==> config.mk <==
export PLATFORM = sky130hd
export DESIGN_NAME = fifo_word_packer_flat
export DESIGN_NICKNAME = d
export VERILOG_FILES = /design/src/rtl/fifo_word_packer_pkg.sv /design/src/rtl/fifo_word_packer_if.sv /design/src/rtl/fifo_word_packer.sv /design/src/flat_wrapper.sv
export SDC_FILE = /design/constraint.sdc
export NUM_CORES = 1
export LEC_CHECK = 0
export ABC_AREA = 1
export BUFFER_PORTS_ARGS = -buffer_cell sky130_fd_sc_hd__buf_2
export CORE_MARGIN = 4
export CORE_UTILIZATION = 57
export DETAILED_ROUTE_END_ITERATION = 10
export PLACE_DENSITY = 0.8
export RECOVER_POWER = 25
export SYNTH_ARGS = -nofsm -noshare
export SYNTH_HDL_FRONTEND = slang
export SYNTH_SLANG_ARGS = --single-unit
==> constraint.sdc <==
create_clock -name clk -period 2.2 [get_ports clk]
set_input_delay 0.44 -clock clk [delete_from_list [all_inputs] [get_ports clk]]
set_output_delay 0.44 -clock clk [all_outputs]
set_load 0.01 [all_outputs]
==> src/rtl/fifo_word_packer_pkg.sv <==
// Shared types and constants for the FIFO word packer.
package fifo_word_packer_pkg;

  // Packer control state: FILL drains the FIFO, HOLD parks a full accumulator
  typedef enum logic {
    FILL = 1'b0,
    HOLD = 1'b1
  } pack_state_t;

  // Default configuration
  localparam int unsigned DWIDTH_DEF      = 8;
  localparam int unsigned PACK_DEF        = 4;
  localparam int unsigned FRAME_WORDS_DEF = 16;

  // Derived widths for the default configuration
  localparam int unsigned LANE_W = $clog2(PACK_DEF);
  localparam int unsigned WORD_W = DWIDTH_DEF * PACK_DEF;
  localparam int unsigned CNT_W  = $clog2(FRAME_WORDS_DEF);

  // Completed-frame counter width
  localparam int unsigned FRAME_CNT_W = 16;

  // Counter width that stays at least one bit wide for n <= 1
  function automatic int unsigned cnt_width(input int unsigned n);
    return (n > 1) ? $clog2(n) : 1;
  endfunction

endpackage

==> src/rtl/fifo_word_packer_if.sv <==
// FIFO read port plus packed-word stream of the FIFO word packer.
// master: the packer; slave: FIFO/downstream side.
interface fifo_word_packer_if #(
  parameter int unsigned DWIDTH = 8,
  parameter int unsigned PACK   = 4
);
  import fifo_word_packer_pkg::*;

  logic [DWIDTH-1:0]        fifo_rdata;
  logic                     fifo_rempty;
  logic                     fifo_r_en;
  logic [DWIDTH*PACK-1:0]   m_data;
  logic [$clog2(PACK):0]    m_bytes;
  logic                     m_valid;
  logic                     m_ready;
  logic                     m_last;
  logic [FRAME_CNT_W-1:0]   frame_cnt;

  modport master (
    input  fifo_rdata, fifo_rempty, m_ready,
    output fifo_r_en, m_data, m_bytes, m_valid, m_last, frame_cnt
  );

  modport slave (
    output fifo_rdata, fifo_rempty, m_ready,
    input  fifo_r_en, m_data, m_bytes, m_valid, m_last, frame_cnt
  );

endinterface

==> src/rtl/fifo_word_packer.sv <==
// FIFO word packer: pops DWIDTH-bit entries from a show-ahead FIFO read
// port, packs PACK of them little-endian into one word and streams the
// words out on valid/ready, tagging the last word of each frame.
// Optional: FIFO_WORD_PACKER_TIMEOUT_EN flushes a partial word after
// TIMEOUT idle cycles.
module fifo_word_packer
  import fifo_word_packer_pkg::*;
#(
  parameter int unsigned DWIDTH      = DWIDTH_DEF,
  parameter int unsigned PACK        = PACK_DEF,
  parameter int unsigned FRAME_WORDS = FRAME_WORDS_DEF,
  parameter int unsigned TIMEOUT     = 64
) (
  input  logic                clk,
  input  logic                rst,
  fifo_word_packer_if.master  bus
);

  localparam int unsigned LW = $clog2(PACK);
  localparam int unsigned WW = DWIDTH * PACK;
  localparam int unsigned CW = cnt_width(FRAME_WORDS);
  localparam int unsigned BW = LW + 1;

  pack_state_t            state_q, state_d;
  logic [LW-1:0]          lane_q;
  logic [WW-1:0]          acc_q;
  logic [WW-1:0]          acc_ins;
  logic [CW-1:0]          wcnt_q;

  logic                   m_valid_q;
  logic [WW-1:0]          m_data_q;
  logic [BW-1:0]          m_bytes_q;
  logic                   m_last_q;
  logic [FRAME_CNT_W-1:0] frame_cnt_q;

  logic                   pop;
  logic                   out_free;
  logic                   load;
  logic                   flush;
  logic                   timeout_hit;
  logic [WW-1:0]          word_d;
  logic [BW-1:0]          bytes_d;

  assign out_free = !m_valid_q || bus.m_ready;

`ifdef FIFO_WORD_PACKER_TIMEOUT_EN
  localparam int unsigned IW = $clog2(TIMEOUT + 1);
  logic [IW-1:0] idle_q;

  assign timeout_hit = (idle_q >= IW'(TIMEOUT)) && (lane_q != '0);

  // Idle counter: cycles spent starved with a partially filled word
  always_ff @(posedge clk) begin
    if (rst || pop || load) begin
      idle_q <= '0;
    end else if (state_q == FILL && lane_q != '0 && bus.fifo_rempty && !timeout_hit) begin
      idle_q <= idle_q + 1'b1;
    end
  end
`else
  assign timeout_hit = 1'b0 && (TIMEOUT != 0);
`endif

  // Current FIFO head merged into the accumulator at the active lane
  always_comb begin
    acc_ins = acc_q;
    acc_ins[lane_q*DWIDTH +: DWIDTH] = bus.fifo_rdata;
  end

  // State register
  always_ff @(posedge clk) begin
    if (rst) begin
      state_q <= FILL;
    end else begin
      state_q <= state_d;
    end
  end

  // Next state, pop request and output-register load decision
  always_comb begin
    state_d = state_q;
    pop     = 1'b0;
    load    = 1'b0;
    flush   = 1'b0;
    word_d  = acc_ins;
    bytes_d = BW'(PACK);
    case (state_q)
      FILL: begin
        pop = !bus.fifo_rempty && !rst;
        if (pop && lane_q == LW'(PACK - 1)) begin
          if (out_free) begin
            load = 1'b1;
          end else begin
            state_d = HOLD;
          end
        end else if (!pop && timeout_hit && out_free) begin
          // Partial word: unused upper lanes are already zero in acc_q
          load    = 1'b1;
          flush   = 1'b1;
          word_d  = acc_q;
          bytes_d = {1'b0, lane_q};
        end
      end
      HOLD: begin
        word_d = acc_q;
        if (out_free) begin
          load    = 1'b1;
          state_d = FILL;
        end
      end
      default: state_d = FILL;
    endcase
  end

  // Accumulator and lane counter; a load always leaves an empty accumulator
  always_ff @(posedge clk) begin
    if (rst) begin
      acc_q  <= '0;
      lane_q <= '0;
    end else if (load) begin
      acc_q  <= '0;
      lane_q <= '0;
    end else if (pop) begin
      acc_q  <= acc_ins;
      lane_q <= lane_q + 1'b1;
    end
  end

  // Output register, frame word counter and completed-frame counter
  always_ff @(posedge clk) begin
    if (rst) begin
      m_valid_q   <= 1'b0;
      m_data_q    <= '0;
      m_bytes_q   <= '0;
      m_last_q    <= 1'b0;
      wcnt_q      <= '0;
      frame_cnt_q <= '0;
    end else begin
      if (load) begin
        m_valid_q <= 1'b1;
        m_data_q  <= word_d;
        m_bytes_q <= bytes_d;
        m_last_q  <= flush || (wcnt_q == CW'(FRAME_WORDS - 1));
        if (flush || wcnt_q == CW'(FRAME_WORDS - 1)) begin
          wcnt_q <= '0;
        end else begin
          wcnt_q <= wcnt_q + 1'b1;
        end
      end else if (m_valid_q && bus.m_ready) begin
        m_valid_q <= 1'b0;
      end
      if (m_valid_q && bus.m_ready && m_last_q) begin
        frame_cnt_q <= frame_cnt_q + 1'b1;
      end
    end
  end

  assign bus.fifo_r_en = pop;
  assign bus.m_valid   = m_valid_q;
  assign bus.m_data    = m_data_q;
  assign bus.m_bytes   = m_bytes_q;
  assign bus.m_last    = m_last_q;
  assign bus.frame_cnt = frame_cnt_q;

endmodule

==> src/flat_wrapper.sv <==
// flat-port wrapper written by rule: the top's interface ports become plain ports
module fifo_word_packer_flat import fifo_word_packer_pkg::*;
#(
  parameter int unsigned DWIDTH      = DWIDTH_DEF,
  parameter int unsigned PACK        = PACK_DEF,
  parameter int unsigned FRAME_WORDS = FRAME_WORDS_DEF,
  parameter int unsigned TIMEOUT     = 64
)
  (clk, rst, bus_fifo_rdata, bus_fifo_rempty, bus_m_ready, bus_fifo_r_en, bus_m_data, bus_m_bytes, bus_m_valid, bus_m_last, bus_frame_cnt);
  fifo_word_packer_if #(.DWIDTH(DWIDTH), .PACK(PACK)) bus_i ();
  input  logic clk;
  input  logic rst;
  input wire logic [$bits(bus_i.fifo_rdata)-1:0] bus_fifo_rdata;
  input wire logic [$bits(bus_i.fifo_rempty)-1:0] bus_fifo_rempty;
  input wire logic [$bits(bus_i.m_ready)-1:0] bus_m_ready;
  output wire logic [$bits(bus_i.fifo_r_en)-1:0] bus_fifo_r_en;
  output wire logic [$bits(bus_i.m_data)-1:0] bus_m_data;
  output wire logic [$bits(bus_i.m_bytes)-1:0] bus_m_bytes;
  output wire logic [$bits(bus_i.m_valid)-1:0] bus_m_valid;
  output wire logic [$bits(bus_i.m_last)-1:0] bus_m_last;
  output wire logic [$bits(bus_i.frame_cnt)-1:0] bus_frame_cnt;
  assign bus_i.fifo_rdata = bus_fifo_rdata;
  assign bus_i.fifo_rempty = bus_fifo_rempty;
  assign bus_i.m_ready = bus_m_ready;
  assign bus_fifo_r_en = bus_i.fifo_r_en;
  assign bus_m_data = bus_i.m_data;
  assign bus_m_bytes = bus_i.m_bytes;
  assign bus_m_valid = bus_i.m_valid;
  assign bus_m_last = bus_i.m_last;
  assign bus_frame_cnt = bus_i.frame_cnt;
  fifo_word_packer #(.DWIDTH(DWIDTH), .PACK(PACK), .FRAME_WORDS(FRAME_WORDS), .TIMEOUT(TIMEOUT)) u_core (.clk(clk), .rst(rst), .bus(bus_i));
endmodule
==> results of run 1 <==
[metal layers]
| metal | vias to the layer above | wire length [um] | GRT usage |
|---|---|---|---|
| li1 | 2188 | - | - |
| met1 | 2013 | 5090 | 0.344 |
| met2 | 164 | 5260 | 0.415 |
| met3 | 21 | 748 | 0.0434 |
| met4 | 0 | 204 | 0.107 |
| met5 | - | 0 | 0 |
[cells by family (layout without fill, tap and decap cells)]
| logic type | Yosys count | count (layout) | share of synthesized area |
|---|---|---|---|
| xor+xnor | 4 | 4 | 0.00802 |
| flops | 90 | 90 | 0.412 |
| compound gates | 106 | 106 | 0.145 |
| other cells | 1 | 2 | 0.000858 |
| fa+ha+maj | 7 | 7 | 0.0200 |
| buf+inv | 69 | 131 | 0.0719 |
| simple gates | 363 | 363 | 0.342 |
[area by class of cell]
type / instances / area [sq um]
multi-input combinational: 482 / 2260
fill: 663 / 2480
inverter: 36 / 135
clock buffer: 12 / 155
clock inverter: 3 / 15.0
tap: 99 / 124
timing repair buffer: 80 / 402
sequential: 90 / 1800
[sequential cells by signal (all words and copies together), names as in the netlist]
name	count
u_core.acc_q	32
u_core.bus.m_data	32
u_core.bus.frame_cnt	16
u_core.wcnt_q	4
u_core.lane_q	2
u_core.bus.m_bytes	1
u_core.bus.m_last	1
u_core.bus.m_valid	1
u_core.state_q	1
[cell usage after synthesis (2+ instances only)]
library cell                count  area, sq um
sky130_fd_sc_hd__nand2_1      221          830
sky130_fd_sc_hd__dfxtp_1       90         1800
sky130_fd_sc_hd__nor2_1        90          338
sky130_fd_sc_hd__o21ai_0       47          235
sky130_fd_sc_hd__a21oi_1       30          150
sky130_fd_sc_hd__inv_1         28          105
sky130_fd_sc_hd__nand3_1       24          120
sky130_fd_sc_hd__buf_2         17         85.1
sky130_fd_sc_hd__nand4_1       16          100
sky130_fd_sc_hd__o2111ai_1     15          131
sky130_fd_sc_hd__a21oi_2       10         87.6
sky130_fd_sc_hd__clkbuf_1      10         37.5
sky130_fd_sc_hd__ha_1           7         87.6
sky130_fd_sc_hd__inv_2          5         18.8
sky130_fd_sc_hd__buf_4          3         22.5
sky130_fd_sc_hd__buf_6          3         33.8
sky130_fd_sc_hd__clkinv_1       3         11.3
sky130_fd_sc_hd__o211ai_1       3         22.5
sky130_fd_sc_hd__or2_2          3         18.8
sky130_fd_sc_hd__nand2_4        2         22.5
sky130_fd_sc_hd__xnor2_1        2         17.5
sky130_fd_sc_hd__xor2_1         2         17.5
[stage by stage]
stage	hold WS (ps)	instances
4_1_cts	456	802
3_5_place_dp	434	787
2_1_floorplan	442	641
3_3_place_gp	432	787
6_report	457	802
5_1_grt	483	802
[power breakdown]
group / switching (W) / internal (W) / leakage, nW
clock network: 0.000572 / 0.000462 / 0.0920
registers: 0.0000133 / 0.00164 / 0.726
logic: 0.000153 / 0.0000648 / 1.27
total: 0.000738 / 0.00217 / 2.09
[cells in the final DEF, fill, tap and decap left out]
| cell | n |
|---|---|
| sky130_fd_sc_hd__nand2_1 | 221 |
| sky130_fd_sc_hd__nor2_1 | 90 |
| sky130_fd_sc_hd__dfxtp_1 | 90 |
| sky130_fd_sc_hd__o21ai_0 | 47 |
| sky130_fd_sc_hd__clkbuf_1 | 32 |
| sky130_fd_sc_hd__buf_2 | 32 |
| sky130_fd_sc_hd__a21oi_1 | 30 |
| sky130_fd_sc_hd__inv_1 | 28 |
| sky130_fd_sc_hd__nand3_1 | 24 |
| sky130_fd_sc_hd__nand4_1 | 16 |
| sky130_fd_sc_hd__buf_4 | 16 |
| sky130_fd_sc_hd__o2111ai_1 | 15 |
| sky130_fd_sc_hd__clkbuf_8 | 11 |
| sky130_fd_sc_hd__a21oi_2 | 10 |
| sky130_fd_sc_hd__ha_1 | 7 |
| sky130_fd_sc_hd__inv_2 | 5 |
| sky130_fd_sc_hd__clkinv_1 | 3 |
| sky130_fd_sc_hd__or2_2 | 3 |
| sky130_fd_sc_hd__o211ai_1 | 3 |
| sky130_fd_sc_hd__clkinv_2 | 3 |
| sky130_fd_sc_hd__nand2_4 | 2 |
| sky130_fd_sc_hd__xor2_1 | 2 |
| sky130_fd_sc_hd__xnor2_1 | 2 |
| sky130_fd_sc_hd__conb_1 | 2 |
| sky130_fd_sc_hd__nor3_4 | 1 |
| sky130_fd_sc_hd__nand2_2 | 1 |
| sky130_fd_sc_hd__nor2_4 | 1 |
| sky130_fd_sc_hd__nor3_2 | 1 |
| sky130_fd_sc_hd__and3_1 | 1 |
| sky130_fd_sc_hd__nor3_1 | 1 |
| sky130_fd_sc_hd__nand3_2 | 1 |
| sky130_fd_sc_hd__o21bai_1 | 1 |
| sky130_fd_sc_hd__clkbuf_2 | 1 |
[critical path: stages, from the launching register on]
cell,delay [ps]
sky130_fd_sc_hd__dfxtp_1,550
sky130_fd_sc_hd__inv_2,140
sky130_fd_sc_hd__ha_1,390
sky130_fd_sc_hd__inv_1,110
sky130_fd_sc_hd__nand3_1,180
sky130_fd_sc_hd__or2_2,350
sky130_fd_sc_hd__nand2_1,60
sky130_fd_sc_hd__nand2_1,50
sky130_fd_sc_hd__a21oi_1,140
[worst min path at each step]
stage                     slack (ps)  depth (start not counted)                                  to                               start
after floorplan                  440                          2       u_core.wcnt_q[1]$_SDFFE_PP0P_       u_core.wcnt_q[1]$_SDFFE_PP0P_
after global placement           430                          2  u_core.bus.m_data[26]$_SDFFE_PP0P_  u_core.bus.m_data[26]$_SDFFE_PP0P_
final                            460                          2  u_core.bus.m_data[24]$_SDFFE_PP0P_  u_core.bus.m_data[24]$_SDFFE_PP0P_
after CTS                        460                          2  u_core.bus.m_data[31]$_SDFFE_PP0P_  u_core.bus.m_data[31]$_SDFFE_PP0P_
after detailed placement         430                          2  u_core.bus.m_data[29]$_SDFFE_PP0P_  u_core.bus.m_data[29]$_SDFFE_PP0P_
after global routing             480                          2  u_core.bus.m_data[24]$_SDFFE_PP0P_  u_core.bus.m_data[24]$_SDFFE_PP0P_
==> Flow_metrics.wiki, run 1 <==
{| class="wikitable"
! Metric !! Value
|-
| Clock Skew || 10.4 ps
|-
| Initial antenna violation count || 0
|-
| Shortest period the worst path allows || between 2000 and 2500 ps
|-
| Number of port buffers || between 60 and 70
|-
| Detailed-router iteration count before antenna repair || 5
|-
| Largest vdd supply drop || roughly 0.00039 V
|-
| Wire length per cell || roughly 14 um
|-
| Die X || ~96 um
|-
| CTS Root Buffer Type || sky130_fd_sc_hd__clkbuf_8
|-
| Count of pins over their slew limit || 0
|-
| Post-synthesis to final-layout area growth || 11.9%
|-
| Wire length of the first global-routing pass || 18.8 mm
|-
| Number of hold buffers added after cts || 0
|-
| CP startpoint || u_core.lane_q[0]$_SDFFE_PP0P_
|-
| Overall Power || 0.00291 W
|-
| Fmax || just under 0.5 GHz
|-
| Residual DRC || 0
|-
| Layout cells sized above 1 || 0.125
|-
| Req. time, crit path || approximately 2500 ps
|-
| Warning count from the yosys run || 0
|-
| Worst flop-to-flop path startpoint || u_core.lane_q[0]$_SDFFE_PP0P_
|-
| Largest net degree at the start of global routing || 39
|-
| Initial standard-cell utilization of the core || 0.593
|-
| Area of the die || 0.00913 sq mm
|-
| Starting DRT DRC Count || between 300 and 400
|-
| Fin worst setup slack || 158 ps
|-
| Site row count || 31
|-
| Core region area || roughly 0.0074 sq mm
|-
| Count of endpoints failing hold in the final timing report || 0
|-
| Post-synthesis async set-or-reset flop share || 0
|-
| Min-Delay Path Class || flip-flop to flip-flop
|-
| Number of enable flip-flop cells after synthesis || 0
|-
| Number of setup buffers added after CTS || 0
|-
| Post-Synthesis Mean Instance Area || roughly 6.8 sq um
|-
| Worst-Margin Slew || about 640 ps
|-
| Final net count || 718
|-
| Core utilization of the finished layout || 0.664
|-
| Critical R2R Capture || u_core.acc_q[30]$_SDFFE_PP0P_
|-
| Data arrival time of the critical path || about 2300 ps
|-
| Worst setup path endpoint || u_core.acc_q[30]$_SDFFE_PP0P_
|-
| Type of origin of the critical path || flip-flop
|-
| Slew Limit Headroom || 0.571
|-
| Static leakage power || ~2.1 nW
|-
| Proportion of synthesized chip area in sequential cells || 0.412
|-
| GRT Residual Overflow || 0
|-
| Clock tree sinks || 90
|-
| Crit path kind || flip-flop to flip-flop
|-
| Detailed placement HPWL || 7.98 mm
|-
| Pre-CTS setup slack || 208 ps
|-
| TritonCTS clock tree || done
|-
| Final weighted congestion of routability-driven global placement || between 0.8 and 0.9
|-
| I/O pin count || 66
|-
| Fraction of the cycle the final worst path needs || 0.928
|-
| Max FO, Critical Path || 11
|-
| Final wirelength || ~11 mm
|-
| Unrepaired setup endpoints after global routing || false
|-
| Clock slew at reported path FFs || ~80 ps
|-
| Flip-flop cell with the highest count after synthesis || sky130_fd_sc_hd__dfxtp_1
|-
| Cell area after technology mapping || between 0.004 and 0.005 sq mm
|-
| Clk Latency, worst-skew pair || approximately 360 ps
|-
| Power density relative to cell area || about 600 mW/mm^2
|-
| Sum of negative setup slack || 0 ps
|-
| Total clock buffers created by CTS || 9
|-
| Antenna diode count || 0
|-
| Post-route cell area || roughly 0.0049 sq mm
|-
| Level count of the clock H-tree || 3
|-
| Die Ht || around 96 um
|-
| Total global routing track utilization || 0.259
|-
| R2R depth || 8
|-
| Antenna violation net count after detailed routing || 0
|-
| Run status || finished clean
|-
| Slack of the worst reg-to-reg path || between 150 and 200 ps
|-
| Clock buffer depth || 2
|-
| Final setup vio count || 0
|-
| Placed instance area || approximately 0.0048 sq mm
|-
| Yosys reg bits || 90
|-
| Instance count of the mapped netlist || 640
|-
| Via count of the first global-routing pass || approximately 4,000
|-
| Detailed-route vias per instance || between 5 and 6
|-
| Routed via count || approximately 4,400
|-
| Max_cap viols || 0
|-
| Type of destination of the critical path || flip-flop
|-
| Count of distinct cell types in the synthesized netlist || 31
|-
| Gates resized, CTS repair || 0
|}
Power figures use the tool's default switching activity.
==> run 2: changes to the inputs <==
--- a/config.mk
+++ b/config.mk
@@ -8,9 +8,9 @@
 export ABC_AREA = 1
 export BUFFER_PORTS_ARGS = -buffer_cell sky130_fd_sc_hd__buf_2
 export CORE_MARGIN = 4
-export CORE_UTILIZATION = 57
+export CORE_UTILIZATION = 58
 export DETAILED_ROUTE_END_ITERATION = 10
-export PLACE_DENSITY = 0.8
+export PLACE_DENSITY = 0.81
 export RECOVER_POWER = 25
 export SYNTH_ARGS = -nofsm -noshare
 export SYNTH_HDL_FRONTEND = slang
==> constraint.sdc (replaced) <==
create_clock -name clk -period 2.4 [get_ports clk]
set_input_delay 0.48 -clock clk [delete_from_list [all_inputs] [get_ports clk]]
set_output_delay 0.48 -clock clk [all_outputs]
set_load 0.01 [all_outputs]
==> run 2 against run 1 <==
Effect of this change:
- sequential share of layout area fell by 0.13 points
- global-route usage rose by 0.12 points
- count of clock-buffer cells in the layout fell by 1
- power fell by 3.3%
- clock power rose by 6%
- largest power group unchanged
- register-to-register slack improved by 170 ps
- final cell count fell by 0.62%
- die area fell by 1.6%
- flip-flop and latch count did not move
- design area rose by 0.36%
- critical path depth did not move
- routed wire length fell by 0.33%
==> Flow_metrics.wiki, run 2 (same netlist as run 1, synthesis figures left out) <==
{| class="wikitable"
! Metric !! Value
|-
| Run status || finished clean
|-
| Area of the die || around 0.0090 sq mm
|-
| Data arrival time of the critical path || 2370 ps
|-
| Wire length of the first global-routing pass || about 19 mm
|-
| Number of port buffers || 63
|-
| Type of destination of the critical path || flip-flop
|-
| Detailed placement HPWL || about 7.6 mm
|-
| Slew Limit Headroom || 0.549
|-
| Top cell family by delay on the critical path || simple AND/OR/NAND/NOR gates
|-
| Die X || between 90 and 100 um
|-
| Initial standard-cell utilization of the core || 0.599
|-
| GRT Residual Overflow || 0
|-
| Site row count || 31
|-
| Residual DRC || 0
|-
| Min-Delay Path Class || flip-flop to flip-flop
|-
| Most frequent cells in the layout || sky130_fd_sc_hd__nand2_1, sky130_fd_sc_hd__nor2_1, sky130_fd_sc_hd__dfxtp_1, sky130_fd_sc_hd__o21ai_0, sky130_fd_sc_hd__buf_2
|-
| Clk Latency, worst-skew pair || 360 ps
|-
| Detailed-router iteration count before antenna repair || 5
|-
| Type of origin of the critical path || flip-flop
|-
| Post-route cell area || approximately 0.0049 sq mm
|-
| Cell with the largest stage delay on the worst path || sky130_fd_sc_hd__dfxtp_1
|-
| CP Cell Sequence || inv_2 > ha_2 > clkinvlp_4 > nand3_1 > or2_2 > nand2_1 > nand2_1 > a21oi_1
|-
| Layout cells sized above 1 || 0.123
|-
| Largest vdd supply drop || just over 0.0003 V
|-
| Fraction of the cycle the final worst path needs || 0.864
|-
| Clock tree sinks || 90
|-
| Routed via count || between 4,000 and 5,000
|-
| Antenna diode count || 0
|-
| Unrepaired setup endpoints after global routing || false
|-
| Max_cap viols || 0
|-
| TritonCTS clock tree || done
|-
| Leading cell type in the layout, fill and taps excluded || sky130_fd_sc_hd__nand2_1
|-
| Clock slew at reported path FFs || approximately 90 ps
|-
| Placed instance area || between 0.004 and 0.005 sq mm
|-
| Max FO, Critical Path || 11
|-
| Count of endpoints failing hold in the final timing report || 0
|-
| Level count of the clock H-tree || 3
|-
| Total clock buffers created by CTS || 9
|-
| I/O pin count || between 60 and 70
|-
| Die Ht || 94.8 um
|-
| Overall Power || between 0.002 and 0.003 W
|-
| Final weighted congestion of routability-driven global placement || a little under 0.9
|-
| Count of pins over their slew limit || 0
|-
| Final net count || 712
|-
| Starting DRT DRC Count || 400
|-
| Final wirelength || around 11 mm
|-
| Sum of negative setup slack || 0 ps
|-
| Req. time, crit path || roughly 2700 ps
|-
| CTS Root Buffer Type || sky130_fd_sc_hd__clkbuf_8
|-
| Most repeated library cell on the critical path || sky130_fd_sc_hd__nand2_1
|-
| Crit path kind || flip-flop to flip-flop
|-
| Power density relative to cell area || about 570 mW/mm^2
|-
| Detailed-route vias per instance || roughly 5.5
|-
| Post-synthesis to final-layout area growth || 12.3%
|-
| Largest net degree at the start of global routing || 39
|-
| Clock buffer depth || 2
|-
| Fmax || between 0.4 and 0.5 GHz
|-
| Static leakage power || roughly 2.1 nW
|-
| Antenna violation net count after detailed routing || 0
|-
| Shortest period the worst path allows || between 2000 and 2500 ps
|-
| Initial antenna violation count || 0
|-
| Core utilization of the finished layout || 0.673
|-
| Wire length per cell || roughly 14 um
|-
| Via count of the first global-routing pass || approximately 4,000
|-
| Core region area || 0.00729 sq mm
|-
| Crit path buf inv count || 2
|-
| Total global routing track utilization || 0.260
|-
| Clock Skew || roughly 16 ps
|-
| Worst-Margin Slew || 677 ps
|-
| Delay of the slowest critical-path stage || about 540 ps
|-
| Final setup vio count || 0
|}
run 2: cell type report:
| cell class | count | area [sq um] |
|---|---|---|
| tap | 99 | 124 |
| sequential | 90 | 1800 |
| fill | 670 | 2380 |
| clock buffer | 11 | 151 |
| inverter | 36 | 139 |
| timing repair buffer | 74 | 369 |
| clock inverter | 5 | 62.6 |
| multi-input combinational | 482 | 2260 |
run 2: path summary, 6_finish.rpt:
kind	to	slack, ps	depth (start not counted)	startpoint
worst min-delay path	u_core.bus.m_data[18]$_SDFFE_PP0P_	450	2	u_core.bus.m_data[18]$_SDFFE_PP0P_
worst max register to register	u_core.acc_q[30]$_SDFFE_PP0P_	330	8	u_core.lane_q[0]$_SDFFE_PP0P_
worst min register to register	u_core.bus.m_data[18]$_SDFFE_PP0P_	450	2	u_core.bus.m_data[18]$_SDFFE_PP0P_
worst max-delay path	u_core.acc_q[30]$_SDFFE_PP0P_	330	8	u_core.lane_q[0]$_SDFFE_PP0P_
run 2: stage by stage:
stage,cells,hold WS [ps],setup slack (ps)
after floorplan,641,442,557
after CTS,797,454,248
after global placement,781,433,339
after global routing,797,472,116
final,797,452,326
after detailed placement,781,438,251
run 2: metal layers:
metal  global-route usage  routed length [um]  vias up
li1                     -                   -     2187
met1                0.341                5030     1973
met2                0.432                5240      174
met3               0.0422                 797       25
met4               0.0938                 209        0
met5                    0                   0        -
run 2: report_power, final:
group          total [W]  switching, W  internal, W  leakage [nW]
Clock            0.00109      0.000552     0.000542         0.102
Combinational   0.000198      0.000142    0.0000561          1.24
Sequential       0.00152     0.0000125      0.00150         0.726
Total            0.00281      0.000706      0.00210          2.07
run 2: timing repair:
action / in CTS / in global routing
endpoints found under the setup margin: 0 / 14
buffers inserted: 0 / 0
gates resized for setup: 0 / 2
hold buffers: 0 / 0
run 2: tightest hold or removal path, stage by stage, from the launching register on:
cell,delay [ps]
sky130_fd_sc_hd__dfxtp_1,310
sky130_fd_sc_hd__nand2_1,60
sky130_fd_sc_hd__nand2_1,50
